### src/rtl/ahb_slave_mux_if.sv
// AHB-Lite bus bundle between the system master and the slave mux.
// "slave" is the mux's view of the bus; "master" is the driving side (master plus slaves).
interface ahb_slave_mux_if #(
  parameter int HADDR_WIDTH = 32,
  parameter int DATA_WIDTH  = 32,
  parameter int HSLV_NUM    = 8
);
  logic [HADDR_WIDTH-1:0]         haddr;
  logic [1:0]                     htrans;
  logic [HSLV_NUM-1:0]            hsel_o;
  logic                           hready_o;
  logic                           hresp_o;
  logic [DATA_WIDTH-1:0]          hrdata_o;
  logic [HSLV_NUM-1:0]            hreadyout_i;
  logic [HSLV_NUM-1:0]            hresp_i;
  logic [HSLV_NUM*DATA_WIDTH-1:0] hrdata_i;

  modport slave (
    input  haddr, htrans, hreadyout_i, hresp_i, hrdata_i,
    output hsel_o, hready_o, hresp_o, hrdata_o
  );

  modport master (
    output haddr, htrans, hreadyout_i, hresp_i, hrdata_i,
    input  hsel_o, hready_o, hresp_o, hrdata_o
  );
endinterface

### src/rtl/ahb_slave_mux.sv
// AHB-Lite address decoder / response mux with an internal ERROR-returning default slave.
// Optional decode-error log enabled by defining AHB_MUX_ERR_LOG_EN.
module ahb_slave_mux #(
  parameter int HADDR_WIDTH = 32,
  parameter int DATA_WIDTH  = 32,
  parameter int HSLV_NUM    = 8
) (
  input  logic                   hclk,
  input  logic                   hresetn,
  ahb_slave_mux_if.slave         bus
`ifdef AHB_MUX_ERR_LOG_EN
  ,
  output logic                   err_valid_o,
  output logic [HADDR_WIDTH-1:0] err_addr_o,
  input  logic                   err_clr_i
`endif
);

  // Index 15 can never be a slave (HSLV_NUM <= 15), so it encodes the default slave.
  localparam logic [3:0] DSEL_DEF = 4'hF;
  localparam logic [3:0] SLV_NUM  = 4'(HSLV_NUM);

  typedef enum logic [1:0] {S_OKAY, S_ERR1, S_ERR2} def_state_t;

  def_state_t            r_state;
  def_state_t            w_state_nxt;
  logic [3:0]            r_dsel;
  logic [3:0]            w_idx;
  logic                  w_mapped;
  logic                  w_xfer_err;
  logic                  w_def_ready;
  logic                  w_def_resp;
  logic                  w_hready;
  logic                  w_hresp;
  logic [DATA_WIDTH-1:0] w_hrdata;
  logic                  w_unused_bits;

  assign w_idx         = bus.haddr[31:28];
  assign w_mapped      = (w_idx < SLV_NUM);
  assign w_xfer_err    = w_hready & bus.htrans[1] & ~w_mapped;
  assign w_unused_bits = &{1'b0, bus.haddr, bus.htrans[0]};

  always_comb begin
    bus.hsel_o = '0;
    for (int i = 0; i < HSLV_NUM; i++) begin
      if (w_idx == 4'(i)) bus.hsel_o[i] = 1'b1;
    end
  end

  always_ff @(posedge hclk or negedge hresetn) begin
    if (!hresetn) begin
      r_dsel <= DSEL_DEF;
    end else if (w_hready) begin
      r_dsel <= w_mapped ? w_idx : DSEL_DEF;
    end
  end

  always_ff @(posedge hclk or negedge hresetn) begin
    if (!hresetn) r_state <= S_OKAY;
    else          r_state <= w_state_nxt;
  end

  // ERR states are only reachable with r_dsel = DEF, so a real owner keeps the FSM in OKAY.
  always_comb begin
    w_state_nxt = r_state;
    case (r_state)
      S_OKAY:  if (w_xfer_err) w_state_nxt = S_ERR1;
      S_ERR1:  w_state_nxt = S_ERR2;
      S_ERR2:  w_state_nxt = w_xfer_err ? S_ERR1 : S_OKAY;
      default: w_state_nxt = S_OKAY;
    endcase
  end

  always_comb begin
    w_def_ready = 1'b1;
    w_def_resp  = 1'b0;
    case (r_state)
      S_ERR1: begin
        w_def_ready = 1'b0;
        w_def_resp  = 1'b1;
      end
      S_ERR2: begin
        w_def_ready = 1'b1;
        w_def_resp  = 1'b1;
      end
      default: begin
        w_def_ready = 1'b1;
        w_def_resp  = 1'b0;
      end
    endcase
  end

  always_comb begin
    w_hready = w_def_ready;
    w_hresp  = w_def_resp;
    w_hrdata = '0;
    for (int i = 0; i < HSLV_NUM; i++) begin
      if (r_dsel == 4'(i)) begin
        w_hready = bus.hreadyout_i[i];
        w_hresp  = bus.hresp_i[i];
        w_hrdata = bus.hrdata_i[i*DATA_WIDTH +: DATA_WIDTH];
      end
    end
  end

  assign bus.hready_o = w_hready;
  assign bus.hresp_o  = w_hresp;
  assign bus.hrdata_o = w_hrdata;

`ifdef AHB_MUX_ERR_LOG_EN
  logic                   r_err_valid;
  logic [HADDR_WIDTH-1:0] r_err_addr;

  // A new capture takes priority over a simultaneous clear.
  always_ff @(posedge hclk or negedge hresetn) begin
    if (!hresetn) begin
      r_err_valid <= 1'b0;
      r_err_addr  <= '0;
    end else if (w_xfer_err) begin
      r_err_valid <= 1'b1;
      r_err_addr  <= bus.haddr;
    end else if (err_clr_i) begin
      r_err_valid <= 1'b0;
    end
  end

  assign err_valid_o = r_err_valid;
  assign err_addr_o  = r_err_addr;
`endif

endmodule

### src/flat_wrapper.sv
// flat-port wrapper written by rule: the top's interface ports become plain ports
module ahb_slave_mux_flat 
#(
  parameter int HADDR_WIDTH = 32,
  parameter int DATA_WIDTH  = 32,
  parameter int HSLV_NUM    = 8
)
  (hclk, hresetn, bus_haddr, bus_htrans, bus_hreadyout_i, bus_hresp_i, bus_hrdata_i, bus_hsel_o, bus_hready_o, bus_hresp_o, bus_hrdata_o);
  ahb_slave_mux_if #(.HADDR_WIDTH(HADDR_WIDTH), .DATA_WIDTH(DATA_WIDTH), .HSLV_NUM(HSLV_NUM)) bus_i ();
  input  logic hclk;
  input  logic hresetn;
  input wire logic [$bits(bus_i.haddr)-1:0] bus_haddr;
  input wire logic [$bits(bus_i.htrans)-1:0] bus_htrans;
  input wire logic [$bits(bus_i.hreadyout_i)-1:0] bus_hreadyout_i;
  input wire logic [$bits(bus_i.hresp_i)-1:0] bus_hresp_i;
  input wire logic [$bits(bus_i.hrdata_i)-1:0] bus_hrdata_i;
  output wire logic [$bits(bus_i.hsel_o)-1:0] bus_hsel_o;
  output wire logic [$bits(bus_i.hready_o)-1:0] bus_hready_o;
  output wire logic [$bits(bus_i.hresp_o)-1:0] bus_hresp_o;
  output wire logic [$bits(bus_i.hrdata_o)-1:0] bus_hrdata_o;
  assign bus_i.haddr = bus_haddr;
  assign bus_i.htrans = bus_htrans;
  assign bus_i.hreadyout_i = bus_hreadyout_i;
  assign bus_i.hresp_i = bus_hresp_i;
  assign bus_i.hrdata_i = bus_hrdata_i;
  assign bus_hsel_o = bus_i.hsel_o;
  assign bus_hready_o = bus_i.hready_o;
  assign bus_hresp_o = bus_i.hresp_o;
  assign bus_hrdata_o = bus_i.hrdata_o;
  ahb_slave_mux #(.HADDR_WIDTH(HADDR_WIDTH), .DATA_WIDTH(DATA_WIDTH), .HSLV_NUM(HSLV_NUM)) u_core (.hclk(hclk), .hresetn(hresetn), .bus(bus_i));
endmodule
### config.mk
export PLATFORM = sky130hd
export DESIGN_NAME = ahb_slave_mux_flat
export DESIGN_NICKNAME = d
export VERILOG_FILES = /design/src/rtl/ahb_slave_mux_if.sv /design/src/rtl/ahb_slave_mux.sv /design/src/flat_wrapper.sv
export SDC_FILE = /design/constraint.sdc
export NUM_CORES = 1
export LEC_CHECK = 0
export BUFFER_PORTS_ARGS = -buffer_cell sky130_fd_sc_hd__buf_2
export CORE_AREA = 5 5 133 135
export CTS_BUF_LIST = sky130_fd_sc_hd__clkbuf_4
export DETAILED_ROUTE_END_ITERATION = 10
export DIE_AREA = 0 0 138 140
export HOLD_SLACK_MARGIN = 0.03
export PLACE_DENSITY = 0.48
export SLEW_MARGIN = 10
export SYNTH_ARGS = -nofsm -noshare
export SYNTH_HDL_FRONTEND = slang
export SYNTH_SLANG_ARGS = --single-unit
### constraint.sdc
create_clock -name hclk -period 1.75 [get_ports hclk]
set_clock_uncertainty 0.15 [all_clocks]
set_input_delay 0.0875 -clock hclk [delete_from_list [all_inputs] [get_ports hclk]]
set_output_delay 0.0875 -clock hclk [all_outputs]
set_load 0.05 [all_outputs]
==> results.json, run 1 <==
{
  "outcome": "finished, violations left",
  "violations": "setup timing",
  "grt_pass1_wl_mm": 26.7,
  "cap_violations": 0,
  "synth_ff_type": "dfstp_2",
  "finalPower_mw": 12.3,
  "required_ns": 1.51,
  "clockBufferDepth": 2,
  "yosysSeqAreaShare_pct": 5.79,
  "maxSlewViolCount": 0,
  "drt-total-wl_mm": 18.2,
  "diodes": 0,
  "cpPeakStageDelay_ns": 0.65,
  "die_w_um": 138,
  "vdd_drop_max_uv": 707,
  "crit_slowest_cell": "dfstp_4",
  "power_density_mw_per_mm2": 2070,
  "crit_arrival_ns": 2.22,
  "die-area_mm2": 0.0193,
  "worstSetupStartpointType": "flop",
  "fill_cells": 1772,
  "dpl-instance-area_mm2": 0.00523,
  "final_cells": 953,
  "grt_use_total_pct": 17.1,
  "tightest_slew_ns": 0.408,
  "clk_latency_ns": 0.26,
  "multi_input_area_mm2": 0.00276,
  "final-setup-viol-count": 40,
  "drt_iter0_markers": 306,
  "critPathCaptureType": "output port",
  "criticalPathCategory": "reg -> out",
  "synth-edff-count": 0,
  "crit_path_cell_trace": "buf_6 > mux2i_1 > a22oi_1 > nor2_1 > nor3_2 > o22ai_1 > a222oi_1 > buf_4",
  "yosys_warnings": 0,
  "core_mm2": 0.0163,
  "wire_per_inst_um": 19.1,
  "vias": 4537,
  "gp_congestion": 0.876,
  "cp_num_buf_inv": 2,
  "layout.area.seq_um2": 159,
  "cts_buffers": 3,
  "boundaryPins": 350,
  "dp_hpwl_mm": 15.0,
  "overflow": 0,
  "synth_top_cell_by_area": "a22oi_1",
  "rsz0062_at_grt": "true",
  "final_common_cell": "buf_2",
  "synthToLayoutAreaGrowth_pct": 122,
  "drc": 0,
  "period_share_pct": 140,
  "worstHoldPathType": "in -> async",
  "syn_avg_cell_area_um2": 7.46,
  "syn-cell-area_mm2": 0.00268,
  "cts_tree": "yes",
  "htreeDepth": 1,
  "port_buffers": 320,
  "grt_pass1_vias": 4685,
  "fin_nets": 1046,
  "cts_num_sinks": 6,
  "detail-route-antenna-nets": 0,
  "path_clk_slew_ns": 0.05,
  "maxSlewHeadroom_pct": 72.7,
  "cts_root_buf": "clkbuf_4",
  "fmax_mhz": 407,
  "viasPerCell": 4.76,
  "antenna_found_initial": 0,
  "yosysUniqueCellTypes": 50,
  "period_needed_ns": 2.46,
  "final_cell_mix": "buf_2 (286), buf_4 (69), a22oi_1 (58)",
  "final_cell_area_mm2": 0.00595,
  "layout-drive-gt1-share_pct": 71.1,
  "synth-seq-cells": 6,
  "grt_max_degree": 21,
  "hold_violations": 0,
  "syn_inst": 359,
  "synth_top_area_share_pct": 19.3,
  "power.leakage_nw": 2.94,
  "syn_nets": 671,
  "fin_ws_ns": -0.709,
  "dp.cells": 926,
  "rows": 47,
  "yosys-top-cells-area": "a22oi_1 (19%), mux2i_1 (11%), o221a_2 (6.3%)",
  "dr.pass1.iters": 7,
  "synth_async_sr_flop_share_pct": 100,
  "dieHeight_um": 140,
  "cp_max_fo": 6,
  "cpLargestDelayFamily": "flip-flops",
  "initial_core_util_pct": 16.4
}
-- where the power goes --
part / total (mW) / leakage [nW] / internal, mW / switching (mW)
combinational: 11.9 / 2.85 / 5.26 / 6.63
sequential: 0.298 / 0.0684 / 0.238 / 0.0607
clock: 0.157 / 0.0184 / 0.102 / 0.0552
-- sequential cells by signal, indices dropped and copies added, names as in the netlist --
signal,cells
u_core.r_state,2
u_core.r_dsel,4
-- area by class of cell --
class	instances	area share, %
flip-flops and latches	6	2.67
clock buffers	4	0.505
repair buffers	407	45.3
inverters	9	0.568
multi-input cells	307	46.3
well taps	220	4.63
-- through the flow --
step / hold WS [ns] / TNS, ns / util [%] / setup WS, ns
after floorplan: -0.358 / -11.24 / - / -0.965
after global placement: -0.229 / -15.74 / 32.0 / -0.479
after detailed placement: -0.229 / -16.20 / 32.0 / -0.497
after CTS: 0.0398 / -22.29 / 35.1 / -0.701
after global routing: 0.0454 / -27.43 / 36.4 / -0.879
final: 0.0434 / -23.79 / 36.4 / -0.709
-- routing by layer --
metal	share of wire, %	GRT usage (%)	vias up	wire length, um
met5	0	0	-	0
met4	1.4	2.81	0	259
met3	7.0	3.10	23	1270
met2	52	31.1	229	9420
met1	40	21.6	2103	7270
li1	-	-	2182	-
-- worst paths after layout --
path | start | endpoint | slack, ns | cells past startpoint
hold reg to reg | u_core.r_state[1]$_DFFE_PN0P_ | u_core.r_state[1]$_DFFE_PN0P_ | 0.47 | 2
setup reg to reg | u_core.r_dsel[0]$_DFFE_PN1N_ | u_core.r_state[0]$_DFFE_PN0P_ | -0.48 | 9
setup / recovery | u_core.r_dsel[0]$_DFFE_PN1N_ | bus_hresp_o | -0.71 | 8
max in group asynchronous | hresetn | u_core.r_dsel[1]$_DFFE_PN1N_ | 1.17 | 2
hold / removal | hresetn | u_core.r_state[1]$_DFFE_PN0P_ | 0.04 | 2
min in group hclk | bus_haddr[31] | u_core.r_dsel[0]$_DFFE_PN1N_ | 0.05 | 3
-- cell families (layout without fill, tap and decap cells) --
kind of cell    after synthesis  count (layout)  share of synthesized area (%)
simple gates                 84              84                           14.8
buf+inv                      46             420                           10.6
fa+ha+maj                     4               4                           1.87
flops                         6               6                           5.79
mux                          43              43                           18.9
compound gates              176             176                           48.0
-- cell usage after synthesis (2+ instances only) --
master,instances
ha_1,4
nor2b_1,3
nand2_1,35
inv_1,9
nor3_1,4
a221oi_1,4
mux2_2,8
clkbuf_1,11
a222oi_1,6
a21oi_1,16
mux2i_1,30
a221o_1,2
a2bb2oi_1,2
buf_12,3
a22oi_1,69
dfrtp_1,2
o21a_1,4
buf_2,15
nand3_1,5
nor2_2,6
o22ai_1,6
mux4_2,4
nand2b_1,4
buf_6,5
nor2_1,19
o221a_2,15
dfstp_2,4
buf_4,2
o21ai_1,14
o21ai_0,23
o31ai_1,6
-- repair_timing --
action | in CTS | in global routing
gates cloned | 1 | 1
setup buffers | 11 | 9
resized for setup | 99 | 34
endpoints found under the setup margin | 40 | 40
endpoints found under the hold margin | 7 | 0
hold buffers | 2 | 0
pin swaps | 13 | 11
(Power assumes the default switching activity.)
==> run 2: changes to the inputs <==
BUFFER_PORTS_ARGS = unset   (was -buffer_cell sky130_fd_sc_hd__buf_2)
DONT_BUFFER_PORTS = 1   (was unset)
PLACE_DENSITY = 0.3   (was 0.48)
clock period = 3 ns   (was 1.75 ns; I/O delays follow)
==> results.json, run 2 (synthesis gave the netlist of run 1 again) <==
{
  "switching_share_pct": 60.0,
  "port_buffers": 0,
  "largest_reg_flops": 4,
  "rsz0062_at_grt": "false",
  "cts_buffers": 3,
  "die_w_um": 138,
  "maxSlewHeadroom_pct": 40.6,
  "clk_latency_ns": 0.26,
  "dpl-instance-area_mm2": 0.00342,
  "final_cells": 612,
  "tightest_slew_ns": 0.888,
  "pwr-share-comb_pct": 93.9,
  "cpLargestDelayFamily": "flip-flops",
  "top_regs": "u_core.r_dsel: 4 flops, u_core.r_state: 2 flops",
  "die-area_mm2": 0.0193,
  "cap_violations": 0,
  "dp_hpwl_mm": 13.5,
  "diodes": 0,
  "htreeDepth": 1,
  "required_ns": 2.70,
  "grt_use_total_pct": 15.0,
  "fin_util_pct": 21.5,
  "core_mm2": 0.0163,
  "hold_violations": 0,
  "fin_nets": 705,
  "finalPower_mw": 5.52,
  "drt_iter0_markers": 379,
  "period_needed_ns": 2.79,
  "clock_power_share_pct": 1.7,
  "grt_pass1_vias": 3500,
  "fill_cells": 1901,
  "final-setup-viol-count": 0,
  "wire_per_inst_um": 25.9,
  "clockBufferDepth": 2,
  "top_register": "u_core.r_dsel",
  "fin_setup_tns_ns": 0,
  "dp_slack_ns": 0.332,
  "outcome": "finished, final reports clean",
  "grt_pass1_wl_mm": 23.2,
  "p_sw_mw": 3.31,
  "path_clk_slew_ns": 0.06,
  "drc": 0,
  "fmax_mhz": 358,
  "crit_path_cell_trace": "inv_1 > nand2_1 > a21oi_1 > nor3_2 > o22ai_1 > a222oi_1 > buf_4",
  "grt_max_degree": 39,
  "worstSetupStartpointType": "flop",
  "layout-drive-gt1-share_pct": 29.3,
  "p_seq_share_pct": 4.4,
  "critPathCaptureType": "output port",
  "final_cell_area_mm2": 0.00351,
  "p_int_mw": 2.21,
  "fin_ws_ns": 0.205,
  "dieHeight_um": 140,
  "crit_arrival_ns": 2.49,
  "cts_setup_buffers": 0,
  "hold_slack_ns": 0.0776,
  "dr.pass1.iters": 6,
  "cts_root_buf": "clkbuf_4",
  "vdd_drop_max_uv": 553,
  "cp_max_fo": 13,
  "vias": 3342,
  "boundaryPins": 350,
  "dp.cells": 603,
  "initial_core_util_pct": 16.4,
  "worstHoldPathType": "in -> async",
  "final_cell_mix": "a22oi_1 (69), buf_4 (43), nand2_1 (35)",
  "antenna_found_initial": 1,
  "gp_congestion": 0.860,
  "cts_tree": "yes",
  "rows": 47,
  "overflow": 0,
  "power.leakage_nw": 1.38,
  "synthToLayoutAreaGrowth_pct": 30.9,
  "final_common_cell": "a22oi_1",
  "criticalPathCategory": "reg -> out",
  "cp-startpoint": "u_core.r_dsel[1]$_DFFE_PN1N_",
  "cts_num_sinks": 6,
  "period_share_pct": 93.2,
  "cpPeakStageDelay_ns": 0.73,
  "r2r_start": "u_core.r_dsel[0]$_DFFE_PN1N_",
  "cp_num_buf_inv": 2,
  "maxSlewViolCount": 0,
  "crit_slowest_cell": "dfstp_2",
  "power_density_mw_per_mm2": 1570,
  "detail-route-antenna-nets": 0,
  "viasPerCell": 5.46,
  "drt-total-wl_mm": 15.8
}
[run 2: changes by cell type in the layout (fill, tap and decap cells not counted), moves of 5 or more]
cell,delta
buf_12,+7
buf_8,-14
nand2_1,+5
a22oi_1,+11
a22oi_2,-11
o21ai_4,-23
o21ai_0,+6
buf_4,-26
o22ai_1,+5
buf_6,-24
buf_2,-286
o21ai_1,+17
o31ai_2,+5
[run 2: repair_timing]
| item | in CTS | in global routing |
|---|---|---|
| gates resized for setup | 0 | 2 |
| setup endpoints to repair | 0 | 16 |
| hold endpoints to repair | 10 | 0 |
| hold buffers | 5 | 0 |
[run 2: power by group through the flow]
stage | Clock (mW) | Sequential, mW | Combinational [mW]
finish | 0.0930 | 0.243 | 5.19
global route | 0.0980 | 0.257 | 5.52
CTS | 0.0945 | 0.244 | 5.24
detailed placement | 0 | 0.245 | 5.23
global placement | 0 | 0.246 | 5.20
floorplan | 0 | 0.168 | 3.46
[run 2: worst paths after layout]
kind / cells past startpoint / to / slack (ns)
setup / recovery: 7 / bus_hresp_o / 0.21
hold / removal: 1 / u_core.r_state[1]$_DFFE_PN0P_ / 0.08
setup reg to reg: 8 / u_core.r_state[0]$_DFFE_PN0P_ / 0.49
hold reg to reg: 1 / u_core.r_state[1]$_DFFE_PN0P_ / 0.43
max in group asynchronous: 1 / u_core.r_dsel[2]$_DFFE_PN1N_ / 2.35
min in group hclk: 3 / u_core.r_state[1]$_DFFE_PN0P_ / 0.09
[run 2: cell type report]
type	instances	area, um2	area share [%]
tap	220	275	7.85
inverter	9	33.8	0.963
clock buffer	4	30.0	0.856
timing repair buffer	66	733	20.9
multi-input combinational	307	2280	64.9
sequential	6	159	4.53
[run 2: routing by layer]
| metal | global-route usage (%) | vias to the layer above | part of all wire, % |
|---|---|---|---|
| met5 | 0 | - | 0.044 |
| met4 | 1.04 | 2 | 0.61 |
| met3 | 3.37 | 16 | 7.4 |
| met2 | 25.6 | 202 | 49 |
| met1 | 20.4 | 1625 | 43 |
| li1 | - | 1497 | - |
==> run 3: changes to the inputs <==
==> constraint.sdc (replaced) <==
create_clock -name hclk -period 3 [get_ports hclk]
set_clock_uncertainty 0.15 [all_clocks]
set_input_delay 0.6 -clock hclk [delete_from_list [all_inputs] [get_ports hclk]]
set_output_delay 0.6 -clock hclk [all_outputs]
set_load 0.05 [all_outputs]
==> results.json, run 3 (synthesis gave the netlist of run 1 again) <==
{
  "final_cells": 632,
  "final_cell_mix": "a22oi_1 (67), buf_4 (49), nand2_1 (32)",
  "cts_buffers": 3,
  "r2r_start": "u_core.r_dsel[2]$_DFFE_PN1N_",
  "worstHoldPathType": "in -> async",
  "critPathCapture": "bus_hrdata_o[0]",
  "regToRegSetupSlack_ns": 0.75,
  "criticalPathCategory": "reg -> out",
  "layout-drive-gt1-share_pct": 38.1,
  "clk_latency_ns": 0.25,
  "reg2reg_to": "u_core.r_dsel[3]$_DFFE_PN1N_",
  "drt-total-wl_mm": 16.0,
  "worstSetupStartpointType": "flop",
  "overflow": 0,
  "final_cell_area_mm2": 0.00382,
  "grt_max_degree": 29,
  "vdd_drop_max_uv": 533,
  "die_w_um": 138,
  "critPathCaptureType": "output port",
  "grt_use_total_pct": 14.9,
  "drt_iter0_markers": 314,
  "fin_setup_tns_ns": -0.0356,
  "finalPower_mw": 6.05,
  "vias": 3422,
  "final-setup-viol-count": 1,
  "cp_max_fo": 6,
  "cts_tree": "yes",
  "dr.pass1.iters": 6,
  "final_common_cell": "a22oi_1",
  "grt_pass1_wl_mm": 23.0,
  "maxSlewViolCount": 0,
  "port_buffers": 0,
  "largest_reg_flops": 4,
  "maxSlewHeadroom_pct": 68.5,
  "tightest_slew_ns": 0.472,
  "clockBufferDepth": 2,
  "fin_util_pct": 23.4,
  "fmax_mhz": 329,
  "antenna_found_initial": 0,
  "cts_num_sinks": 6,
  "htreeDepth": 1,
  "dieHeight_um": 140,
  "core_mm2": 0.0163,
  "crit_arrival_ns": 2.29,
  "grt_pass1_vias": 3586,
  "boundaryPins": 350,
  "cap_violations": 0,
  "gp_congestion": 0.886,
  "dpl-instance-area_mm2": 0.00352,
  "cp-startpoint": "u_core.r_dsel[0]$_DFFE_PN1N_",
  "viasPerCell": 5.41,
  "violations": "setup timing",
  "top_regs": "u_core.r_dsel: 4 flops, u_core.r_state: 2 flops",
  "top_register": "u_core.r_dsel",
  "dp_hpwl_mm": 12.9,
  "drc": 0,
  "worst-r2r-cell-count": 8,
  "hold_violations": 0,
  "synthToLayoutAreaGrowth_pct": 42.6,
  "power_density_mw_per_mm2": 1580,
  "outcome": "finished, violations left",
  "path_clk_slew_ns": 0.06,
  "period_needed_ns": 3.04,
  "die-area_mm2": 0.0193,
  "rows": 47,
  "required_ns": 2.25,
  "cts_root_buf": "clkbuf_4",
  "power.leakage_nw": 1.52,
  "initial_core_util_pct": 16.4,
  "period_share_pct": 101,
  "detail-route-antenna-nets": 0,
  "rsz0062_at_grt": "true",
  "wire_per_inst_um": 25.3,
  "fill_cells": 1883,
  "fin_nets": 725,
  "fin_ws_ns": -0.0356,
  "diodes": 0,
  "dp.cells": 609
}
run 3: cell types whose count changed in the layout (fill, tap and decap cells not counted), sizes merged:
cell         before  now
dlygate4sd3       5    1
buf              61   85
run 3: through the flow:
step / worst slack [ns] / hold WS, ns
after floorplan: -0.228 / 0.154
after global placement: 0.119 / 0.155
after detailed placement: 0.159 / 0.155
after CTS: 0.00246 / 0.0454
after global routing: -0.0482 / 0.0338
final: -0.0356 / 0.0567
run 3: layout make-up:
type                            count  area (um2)  area share, %
Tap cell                          220         275           7.20
Timing Repair Buffer               86         983           25.7
Inverter                            9        33.8          0.884
Multi-Input combinational cell    307        2340           61.2
Clock buffer                        4        30.0          0.786
Sequential cell                     6         159           4.16
run 3: routing by layer:
layer	vias to the layer above	part of all wire, %	GRT usage, %	wire [um]
li1	1539	-	-	-
met1	1636	42	19.3	6780
met2	243	49	25.8	7770
met3	4	8.9	4.53	1430
met4	0	0.20	0.572	32
met5	-	0	0	0
run 3: power breakdown:
group | total [mW] | switching (mW) | leakage [nW] | internal, mW
Combinational | 5.77 | 3.41 | 1.44 | 2.36
Sequential | 0.190 | 0.0506 | 0.0684 | 0.139
Clock | 0.0904 | 0.0309 | 0.0184 | 0.0595
run 3: how the worst min path moves through the flow:
| stage | start | slack, ns | to |
|---|---|---|---|
| floorplan | hresetn | 0.15 | u_core.r_state[0]$_DFFE_PN0P_ |
| global placement | hresetn | 0.15 | u_core.r_state[1]$_DFFE_PN0P_ |
| detailed placement | hresetn | 0.15 | u_core.r_state[1]$_DFFE_PN0P_ |
| CTS | hresetn | 0.05 | u_core.r_dsel[3]$_DFFE_PN1N_ |
| global route | hresetn | 0.03 | u_core.r_dsel[3]$_DFFE_PN1N_ |
| finish | hresetn | 0.06 | u_core.r_dsel[3]$_DFFE_PN1N_ |
run 3: repair_timing:
action                                  4_1_cts  5_1_grt
hold buffers                                  1        0
gates resized for setup                       9       29
endpoints found under the hold margin         5        0
setup buffers                                 6       12
endpoints found under the setup margin       17       29
gates cloned                                  1        0
pin swaps                                     1        6
run 3: worst max-delay path: stages (launching register included):
cell,delay [ns]
dfstp_4,0.63
buf_4,0.15
buf_6,0.14
mux2i_1,0.17
o21ai_0,0.13
a222oi_1,0.46
o31ai_2,0.17
buf_12,0.18
